**src/rtl/mem_rmw_ctrl_if.sv**
```systemverilog
// ============================================================================
// Module   : mem_rmw_ctrl_if
// Brief    : EX/MEM request, RAM port and load-result bundle for mem_rmw_ctrl
// Revision : 1.0 - initial release
// ============================================================================
`default_nettype none

interface mem_rmw_ctrl_if #(
  parameter int NB_WIDTH = 32,
  parameter int NB_ADDR  = 9
);
  logic                i_valid;
  logic [NB_WIDTH-1:0] i_addr;
  logic [NB_WIDTH-1:0] i_wdata;
  logic                i_mem_read_CU;
  logic                i_mem_write_CU;
  logic [2:0]          i_BHW_CU;
  logic [NB_WIDTH-1:0] i_ram_rdata;
  logic [NB_ADDR-1:0]  o_ram_addr;
  logic                o_ram_we;
  logic [NB_WIDTH-1:0] o_ram_wdata;
  logic                o_stall;
  logic [NB_WIDTH-1:0] o_rdata;
  logic                o_rvalid;
  logic                o_misaligned;

  modport slave (
    input  i_valid, i_addr, i_wdata, i_mem_read_CU, i_mem_write_CU, i_BHW_CU, i_ram_rdata,
    output o_ram_addr, o_ram_we, o_ram_wdata, o_stall, o_rdata, o_rvalid, o_misaligned
  );

  modport master (
    output i_valid, i_addr, i_wdata, i_mem_read_CU, i_mem_write_CU, i_BHW_CU, i_ram_rdata,
    input  o_ram_addr, o_ram_we, o_ram_wdata, o_stall, o_rdata, o_rvalid, o_misaligned
  );
endinterface

`default_nettype wire

```
**src/rtl/mem_rmw_ctrl.sv**
```systemverilog
// ============================================================================
// Module   : mem_rmw_ctrl
// Brief    : MEM-stage sub-word sequencer: 1-cycle SW/loads, 3-cycle SB/SH RMW
//            with stall, lane-aligned sign/zero-extended registered load data.
//            Optional macro MEM_MISALIGN_TRAP_EN: drop misaligned accesses and
//            pulse o_misaligned; otherwise addresses are aligned down.
// Revision : 1.0 - initial release
// ============================================================================
`default_nettype none

module mem_rmw_ctrl #(
  parameter int NB_WIDTH = 32,
  parameter int NB_ADDR  = 9
) (
  input  wire logic         i_clk,
  input  wire logic         i_reset,
  mem_rmw_ctrl_if.slave     bus
);

  typedef enum logic [1:0] {
    ST_IDLE   = 2'd0,
    ST_RMW_RD = 2'd1,
    ST_RMW_WR = 2'd2
  } state_t;

  state_t              r_state;
  logic [NB_ADDR-1:0]  r_addr;
  logic [15:0]         r_wdata;
  logic [1:0]          r_size;
  logic [NB_WIDTH-1:0] r_merge;
  logic [NB_WIDTH-1:0] r_rdata;
  logic                r_rvalid;
  logic                r_misaligned;

  logic [1:0]          w_size;
  logic                w_is_b;
  logic                w_is_h;
  logic                w_is_w;
  logic                w_sub;
  logic                w_wr;
  logic                w_rd;
  logic                w_mis;
  logic [NB_ADDR-1:0]  w_addr_in;
  logic [NB_ADDR-1:0]  w_addr_eff;
  logic [NB_WIDTH-1:0] w_ram_rdata;
  logic [7:0]          w_byte;
  logic [15:0]         w_half;
  logic [NB_WIDTH-1:0] w_ext;
  logic [NB_WIDTH-1:0] w_merged;
  logic                w_unused_addr;

  assign w_size      = bus.i_BHW_CU[1:0];
  assign w_is_b      = (w_size == 2'b00);
  assign w_is_h      = (w_size == 2'b01);
  assign w_is_w      = (w_size == 2'b11);
  assign w_sub       = w_is_b | w_is_h;
  // Write wins when both flags are set, so a load is only seen without a store.
  assign w_wr        = bus.i_valid & bus.i_mem_write_CU;
  assign w_rd        = bus.i_valid & bus.i_mem_read_CU & ~bus.i_mem_write_CU;
  assign w_addr_in   = bus.i_addr[NB_ADDR-1:0];
  assign w_ram_rdata = bus.i_ram_rdata;
  assign w_unused_addr = ^bus.i_addr[NB_WIDTH-1:NB_ADDR];

`ifdef MEM_MISALIGN_TRAP_EN
  assign w_mis      = (w_is_h & w_addr_in[0]) | (w_is_w & (|w_addr_in[1:0]));
  assign w_addr_eff = w_addr_in;
`else
  assign w_mis      = 1'b0;
  assign w_addr_eff = {w_addr_in[NB_ADDR-1:2], w_addr_in[1] & ~w_is_w, w_addr_in[0] & w_is_b};
`endif

  assign w_byte = w_ram_rdata[{w_addr_eff[1:0], 3'b000} +: 8];
  assign w_half = w_ram_rdata[{w_addr_eff[1], 4'b0000} +: 16];

  always_comb begin
    w_ext = '0;
    case (bus.i_BHW_CU)
      3'b000:  w_ext = {{(NB_WIDTH-8){w_byte[7]}}, w_byte};
      3'b001:  w_ext = {{(NB_WIDTH-16){w_half[15]}}, w_half};
      3'b011,
      3'b111:  w_ext = w_ram_rdata;
      3'b100:  w_ext = {{(NB_WIDTH-8){1'b0}}, w_byte};
      3'b101:  w_ext = {{(NB_WIDTH-16){1'b0}}, w_half};
      default: w_ext = '0;
    endcase
  end

  always_comb begin
    w_merged = r_merge;
    if (r_size == 2'b00)
      w_merged[{r_addr[1:0], 3'b000} +: 8] = r_wdata[7:0];
    else
      w_merged[{r_addr[1], 4'b0000} +: 16] = r_wdata;
  end

  // Gated by i_reset so the RAM and pipeline see no write/stall while reset is held.
  assign bus.o_ram_we    = i_reset & (((r_state == ST_IDLE) & w_wr & ~w_mis & ~w_sub)
                                      | (r_state == ST_RMW_WR));
  assign bus.o_stall     = i_reset & (((r_state == ST_IDLE) & w_wr & ~w_mis & w_sub)
                                      | (r_state == ST_RMW_RD));
  assign bus.o_ram_addr  = (r_state == ST_IDLE) ? {w_addr_eff[NB_ADDR-1:2], 2'b00}
                                                : {r_addr[NB_ADDR-1:2], 2'b00};
  assign bus.o_ram_wdata = (r_state == ST_RMW_WR) ? w_merged : bus.i_wdata;
  assign bus.o_rdata      = r_rdata;
  assign bus.o_rvalid     = r_rvalid;
  assign bus.o_misaligned = r_misaligned;

  always_ff @(posedge i_clk or negedge i_reset) begin
    if (!i_reset) begin
      r_state      <= ST_IDLE;
      r_addr       <= '0;
      r_wdata      <= '0;
      r_size       <= '0;
      r_merge      <= '0;
      r_rdata      <= '0;
      r_rvalid     <= 1'b0;
      r_misaligned <= 1'b0;
    end else begin
      r_rvalid     <= 1'b0;
      r_misaligned <= 1'b0;
      case (r_state)
        ST_IDLE: begin
          if (w_rd & ~w_mis) begin
            r_rdata  <= w_ext;
            r_rvalid <= 1'b1;
          end
          if ((w_rd | w_wr) & w_mis)
            r_misaligned <= 1'b1;
          if (w_wr & ~w_mis & w_sub) begin
            r_addr  <= w_addr_eff;
            r_wdata <= bus.i_wdata[15:0];
            r_size  <= w_size;
            r_state <= ST_RMW_RD;
          end
        end
        ST_RMW_RD: begin
          r_merge <= w_ram_rdata;
          r_state <= ST_RMW_WR;
        end
        ST_RMW_WR: r_state <= ST_IDLE;
        default:   r_state <= ST_IDLE;
      endcase
    end
  end

endmodule

`default_nettype wire

```
**src/flat_wrapper.sv**
```systemverilog
// flat-port wrapper written by rule: the top's interface ports become plain ports
module mem_rmw_ctrl_flat 
#(
  parameter int NB_WIDTH = 32,
  parameter int NB_ADDR  = 9
)
  (i_clk, i_reset, bus_i_valid, bus_i_addr, bus_i_wdata, bus_i_mem_read_CU, bus_i_mem_write_CU, bus_i_BHW_CU, bus_i_ram_rdata, bus_o_ram_addr, bus_o_ram_we, bus_o_ram_wdata, bus_o_stall, bus_o_rdata, bus_o_rvalid, bus_o_misaligned);
  mem_rmw_ctrl_if #(.NB_WIDTH(NB_WIDTH), .NB_ADDR(NB_ADDR)) bus_i ();
  input  wire logic i_clk;
  input  wire logic i_reset;
  input wire logic [$bits(bus_i.i_valid)-1:0] bus_i_valid;
  input wire logic [$bits(bus_i.i_addr)-1:0] bus_i_addr;
  input wire logic [$bits(bus_i.i_wdata)-1:0] bus_i_wdata;
  input wire logic [$bits(bus_i.i_mem_read_CU)-1:0] bus_i_mem_read_CU;
  input wire logic [$bits(bus_i.i_mem_write_CU)-1:0] bus_i_mem_write_CU;
  input wire logic [$bits(bus_i.i_BHW_CU)-1:0] bus_i_BHW_CU;
  input wire logic [$bits(bus_i.i_ram_rdata)-1:0] bus_i_ram_rdata;
  output wire logic [$bits(bus_i.o_ram_addr)-1:0] bus_o_ram_addr;
  output wire logic [$bits(bus_i.o_ram_we)-1:0] bus_o_ram_we;
  output wire logic [$bits(bus_i.o_ram_wdata)-1:0] bus_o_ram_wdata;
  output wire logic [$bits(bus_i.o_stall)-1:0] bus_o_stall;
  output wire logic [$bits(bus_i.o_rdata)-1:0] bus_o_rdata;
  output wire logic [$bits(bus_i.o_rvalid)-1:0] bus_o_rvalid;
  output wire logic [$bits(bus_i.o_misaligned)-1:0] bus_o_misaligned;
  assign bus_i.i_valid = bus_i_valid;
  assign bus_i.i_addr = bus_i_addr;
  assign bus_i.i_wdata = bus_i_wdata;
  assign bus_i.i_mem_read_CU = bus_i_mem_read_CU;
  assign bus_i.i_mem_write_CU = bus_i_mem_write_CU;
  assign bus_i.i_BHW_CU = bus_i_BHW_CU;
  assign bus_i.i_ram_rdata = bus_i_ram_rdata;
  assign bus_o_ram_addr = bus_i.o_ram_addr;
  assign bus_o_ram_we = bus_i.o_ram_we;
  assign bus_o_ram_wdata = bus_i.o_ram_wdata;
  assign bus_o_stall = bus_i.o_stall;
  assign bus_o_rdata = bus_i.o_rdata;
  assign bus_o_rvalid = bus_i.o_rvalid;
  assign bus_o_misaligned = bus_i.o_misaligned;
  mem_rmw_ctrl #(.NB_WIDTH(NB_WIDTH), .NB_ADDR(NB_ADDR)) u_core (.i_clk(i_clk), .i_reset(i_reset), .bus(bus_i));
endmodule
```
**config.mk**
```make
export PLATFORM = sky130hd
export DESIGN_NAME = mem_rmw_ctrl_flat
export DESIGN_NICKNAME = d
export VERILOG_FILES = /design/src/rtl/mem_rmw_ctrl_if.sv /design/src/rtl/mem_rmw_ctrl.sv /design/src/flat_wrapper.sv
export SDC_FILE = /design/constraint.sdc
export NUM_CORES = 1
export LEC_CHECK = 0
export ABC_AREA = 1
export CAP_MARGIN = 20
export CORE_MARGIN = 10
export CORE_UTILIZATION = 48
export CTS_CLUSTER_DIAMETER = 30
export DETAILED_ROUTE_END_ITERATION = 10
export PLACE_DENSITY = 0.81
export SLEW_MARGIN = 20
export SYNTH_ARGS = -nofsm -noshare
export SYNTH_HDL_FRONTEND = slang
export SYNTH_SLANG_ARGS = --single-unit
```
**constraint.sdc**
```tcl
create_clock -name i_clk -period 2.97 [get_ports i_clk]
set_input_delay 0.4455 -clock i_clk [delete_from_list [all_inputs] [get_ports i_clk]]
set_output_delay 0.4455 -clock i_clk [all_outputs]
set_load 0.03 [all_outputs]
```
Yosys cells after proc, flatten, opt, wreduce, memory -nomap -nowiden

Index checks and enable logic that the tools add are counted.

Shifts and indexed selects: 6
Bitwise operators: 17
Reductions and logical operators: 7
Muxes and demuxes: 10
Eq/ne operators: 10
Add/subtract/negate cells: 2

Operator list:

| operator                  | count |
|---|---|
| $pmux W32 S5              | 1 |
| $bwmux W32                | 2 |
| $mux W32                  | 2 |
| $shift A16 B7 Y32 const A | 1 |
| $shift A8 B7 Y32 const A  | 1 |
| $shiftx A16 B7 Y32        | 1 |
| $shiftx A32 B6 Y16        | 1 |
| $shiftx A32 B6 Y8         | 1 |
| $shiftx A8 B7 Y32         | 1 |
| $neg A5 Y7                | 2 |
| $and A1 B1 Y1             | 11 |
| $eq A3 B3 Y1 const B      | 3 |
| $mux W9                   | 1 |
| $logic_not A2 Y1          | 3 |
| $eq A2 B1 Y1 const B      | 2 |
| $eq A2 B2 Y1 const B      | 2 |
| $pmux W2 S2               | 1 |
| $reduce_and A2 Y1         | 2 |
| $eq A3 B1 Y1 const B      | 1 |
| $eq A3 B2 Y1 const B      | 1 |
| $logic_not A3 Y1          | 1 |
| $not A1 Y1                | 3 |
| $or A1 B1 Y1              | 3 |
| $mux W1                   | 2 |
| other kinds (3)           | 3 |

Output and inout bits: 77
Logic and storage cells: 59
Register bits after elaboration: 94

Depth between registers and ports, before layout

Depth in word-level cells: 6
Mapped depth: 11
Gate-level depth less buffers: 9

Least setup slack after synthesis

Ideal clock, no wire load.

Path kind: flip-flop to output port
Start: reg u_core.r_addr[1]
End: out bus_o_ram_wdata[8]
Path buffers: 3
Stages on the path, launching flop included: 10
Path slack: 0.199 ns
Data arrival time: 2.325 ns
Cells stage by stage: dfrtp_1 -> buf_2 -> inv_1 -> buf_1 -> ha_1 -> clkbuf_1 -> nand3_1 -> o21ai_0 -> nand2_1 -> o22ai_1

Cells in the longest elaborated chain, start to end: 5
Elaborated cells on any way between the ends: 10

RTL lines:

| item                                             | line                                   | RTL |
|---|---|---|
| from (decl)                                      | mem_rmw_ctrl.sv:27                     | `logic [NB_ADDR-1:0] r_addr;` |
| from (signal assigned)                           | mem_rmw_ctrl.sv:130                    | `r_addr <= w_addr_eff;` |
| $neg A5 Y7 (on tied branches)                    | mem_rmw_ctrl.sv:93, mem_rmw_ctrl.sv:91 |  |
| $shiftx A16 B7 Y32, or another cell as far along | mem_rmw_ctrl.sv:93                     | `w_merged[{r_addr[1], 4'b0000} +: 16] = r_wdata;` |
| $bwmux W32 (on tied branches)                    | mem_rmw_ctrl.sv:93, mem_rmw_ctrl.sv:91 |  |
| $mux W32 *                                       | mem_rmw_ctrl.sv:90                     | `if (r_size == 2'b00)` |
| $mux W32 *                                       | mem_rmw_ctrl.sv:103                    | `assign bus.o_ram_wdata = (r_state == ST_RMW_WR) ? w_merged : bus.i_wdata;` |
| to (decl)                                        | flat_wrapper.sv:20                     | `output wire logic [$bits(bus_i.o_ram_wdata)-1:0] bus_o_ram_wdata;` |

Every way passes the cells marked *; elsewhere a longest branch is shown, timed or not.

Worst setup path in the final report

Start: reg u_core.r_addr[1]
End: out bus_o_ram_wdata[6]

The elaborated chain is that of the path after synthesis.

==> impl_metrics.yaml <==
power:
  peakVddDrop_mv: 0.444
  pwr_density_cell_mw_per_mm2: 574
  pwr-share-seq: 0.368
  internal_power_uw: 2780
  power.switching_uw: 1800
  p_sw_frac: 0.393
  power_frac_comb: 0.374
  p_clk_frac: 0.258
  p_leak_uw: 0.00404
cells_and_area:
  syn2layout_area_growth_pct: 31.8
  drive_above_1_share: 0.0991
  nets: 1153
  diodes: 0
  layoutNonFillerInstCount: 1217
worst_setup_path:
  rrSetupSlack_ps: 1210
  crit_path_start: "u_core.r_addr[1]$_DFFE_PN0P_"
  required_ps: 2520
  crit_path_max_incr_delay_ps: 390
  timing.critical_path.to: "bus_o_ram_wdata[6]"
  cp-start-kind: "flop"
  critPathKind: "reg2out"
  cp-end-kind: "output port"
  cp_max_fo: 9
  crit_arrival_ps: 2490
  reg2reg_to: "u_core.r_wdata[3]$_DFFE_PN0P_"
  r2r_start: "u_core.r_state[0]$_DFFE_PN0P_"
  cp_cell_sequence: "inv_1 -> buf_4 -> ha_1 -> inv_1 -> nand4_1 -> buf_4 -> o21ai_0 -> nand3_1 -> o21ai_0 -> buf_12"
  worst_path_max_delay_cell: "dfrtp_1"
  rr_worst_depth: 6
routing:
  avgRoutedWirePerCell_um: 15.6
  avgViaCountPerCell: 5.10
  route.vias.total: 6209
  dr.pass1.iters: 5
  drtAntennaViolNets: 0
  drtIter0Drc: 686
  remaining_drc_errors: 0
  routed_wl_mm: 19.0
clock_tree:
  cts.root.buffer_cell: "clkbuf_16"
  cts_hold_buf: 0
  path_clk_slew_ps: 80
  h-tree-depth: 3
  clock_path_buffers: 2
  worstSkewPairLatency_ps: 350
  cts_buffers: 9
  cts_tree: "built"
  clock-sinks: 94
floorplanning:
  die_h_um: 132
  ioPinCount: 181
  fp.dieArea_mm2: 0.0175
  start_util: 0.498
  die_w_um: 132
  core-area_mm2: 0.0122
  rows: 40
sta:
  tightest_slew_ps: 686
  fin_crit_sh: 0.989
  slew_headroom: 0.542
  setup_ws_ps: 33.0
  final-setup-viol-count: 0
  rsz0062_at_grt: "yes"
  hold_violations: 0
  period_needed_ps: 2940
  slew_viol_final: 0
  max_freq_mhz: 340
  skew_ps: 6.29
logic_synthesis:
  yosysWarnings: 0
  ys_seq_elements: 94
  seq_area_frac_synth: 0.388
  synth_cells: 917
  synth_area_mm2: 0.00606
  ys_types: 31
  post_synth.cell_area_avg_um2: 6.61
global_routing:
  grt_max_degree: 95
  antenna_found_initial: 0
  grt_pass1_wl_mm: 31.1
  grt_usage: 0.212
  gr-total-overflow: 0
  grt_pass1_vias: 5974
place:
  pre_cts_slack_ps: 360
  port_buffers: 154
  place_hpwl_mm: 14.0
  place_inst: 1200
  globalplace.congestion: 0.916
hold_path:
  hold_class: "in2async"
run_status:
  status: "completed"
flow_run:
  drv_cap: 0
-- flip-flops by register name, summed over array words and instances, names as in the netlist --
register	count
u_core.r_state	2
u_core.r_addr	9
u_core.bus.o_rdata	32
u_core.r_wdata	16
u_core.bus.o_rvalid	1
u_core.r_merge	32
u_core.r_size	2
-- worst min path at each step --
stage | to | cells after the start | start | slack (ps)
floorplan | u_core.bus.o_rdata[0]$_DFFE_PN0P_ | 0 | i_reset | 150
global placement | u_core.r_size[0]$_DFFE_PN0P_ | 2 | u_core.r_size[0]$_DFFE_PN0P_ | 460
detailed placement | u_core.bus.o_rdata[20]$_DFFE_PN0P_ | 2 | u_core.bus.o_rdata[20]$_DFFE_PN0P_ | 460
CTS | u_core.r_wdata[5]$_DFFE_PN0P_ | 2 | i_reset | 210
global route | u_core.r_wdata[5]$_DFFE_PN0P_ | 2 | i_reset | 210
finish | u_core.r_wdata[5]$_DFFE_PN0P_ | 2 | i_reset | 160
-- layer usage --
layer | global-route usage | vias up | routed length [um]
li1 | - | 3134 | -
met1 | 0.285 | 2806 | 8600
met2 | 0.324 | 235 | 8440
met3 | 0.0644 | 34 | 1550
met4 | 0.0544 | 0 | 429
met5 | 0 | - | 0
-- cells in the mapped netlist --
library cell,count,area share
a21oi_1,44,0.036
a21oi_2,2,0.0029
buf_1,5,0.0031
buf_2,14,0.012
buf_4,4,0.0050
buf_6,5,0.0093
clkbuf_1,26,0.016
clkinv_1,3,0.0019
conb_1,1,0.00062
dfrtp_1,94,0.39
ha_1,5,0.010
inv_1,106,0.066
inv_2,1,0.00062
nand2_1,353,0.22
nand2_2,14,0.014
nand2_4,2,0.0037
nand3_1,27,0.022
nand3_2,3,0.0050
nand3_4,1,0.0029
nand3b_1,1,0.0012
nand4_1,2,0.0021
nand4_2,1,0.0021
nor2_1,55,0.034
nor2_2,1,0.0010
nor4_4,1,0.0035
o211ai_1,32,0.040
o21ai_0,96,0.079
o21ai_1,2,0.0017
o22ai_1,8,0.0083
or2_1,2,0.0021
or2_2,6,0.0062
-- placed cells by master, fill, tap and decap left out, types with 2 or more instances in the layout --
master / instances
nand2_1: 353
clkdlybuf4s50_1: 119
inv_1: 106
o21ai_0: 96
dfrtp_1: 94
nor2_1: 53
a21oi_1: 44
buf_4: 41
o211ai_1: 32
nand3_1: 25
nand2_2: 14
clkbuf_16: 9
o22ai_1: 8
buf_12: 7
or2_2: 6
nand3_2: 5
clkinvlp_4: 4
ha_1: 4
nor2_2: 3
conb_1: 3
or2_1: 2
o21ai_1: 2
nand4_1: 2
nand2_4: 2
a21oi_2: 2
inv_8: 2
clkinv_8: 2
-- through the flow --
step	util	hold WS (ps)	instance area, um^2	setup TNS, ps	power, uW
2_1_floorplan	-	150	6060	0	2740
3_3_place_gp	0.629	460	7650	0	3350
4_1_cts	0.654	212	7960	0	4580
6_report	0.656	156	7980	0	4580
5_1_grt	0.656	214	7980	-1580	4850
3_5_place_dp	0.629	464	7650	0	3380
-- kinds of logic after synthesis --
| kind of cell | after synthesis | share of synthesized area |
|---|---|---|
| adder cells (fa/ha/maj) | 5 | 0.0103 |
| AO/OA/AOI/OAI | 184 | 0.168 |
| buffers and inverters | 164 | 0.113 |
| flip-flops | 94 | 0.388 |
| other | 1 | 0.000619 |
| AND/OR/NAND/NOR | 469 | 0.319 |
-- final cells by class --
class / instances / area (um^2)
Clock inverter: 7 / 78.8
Inverter: 110 / 420
Sequential cell: 94 / 2350
Timing Repair Buffer: 168 / 1650
Fill cell: 1076 / 4180
Clock buffer: 9 / 225
Tap cell: 168 / 210
Multi-Input combinational cell: 661 / 3040
-- worst max-delay path: cells and delay by family (launching register included) --
kind | cells | cell delay [ps]
compound gates | 2 | 350
simple gates | 2 | 220
fa+ha+maj | 1 | 250
flops | 1 | 390
buf+inv | 5 | 930
-- power by group through the flow --
stage | logic (uW) | clock network (uW) | registers (uW)
global route | 1900 | 1240 | 1710
CTS | 1700 | 1210 | 1680
finish | 1720 | 1180 | 1680
floorplan | 914 | 0 | 1820
global placement | 1660 | 0 | 1690
detailed placement | 1680 | 0 | 1700
-- what timing repair did --
action / 4_1_cts / 5_1_grt
pin swaps: 0 / 1
setup endpoints to repair: 1 / 30
cloned: 0 / 0
setup buffers: 1 / 0
resized for setup: 0 / 6
Power figures use the tool's default switching activity.
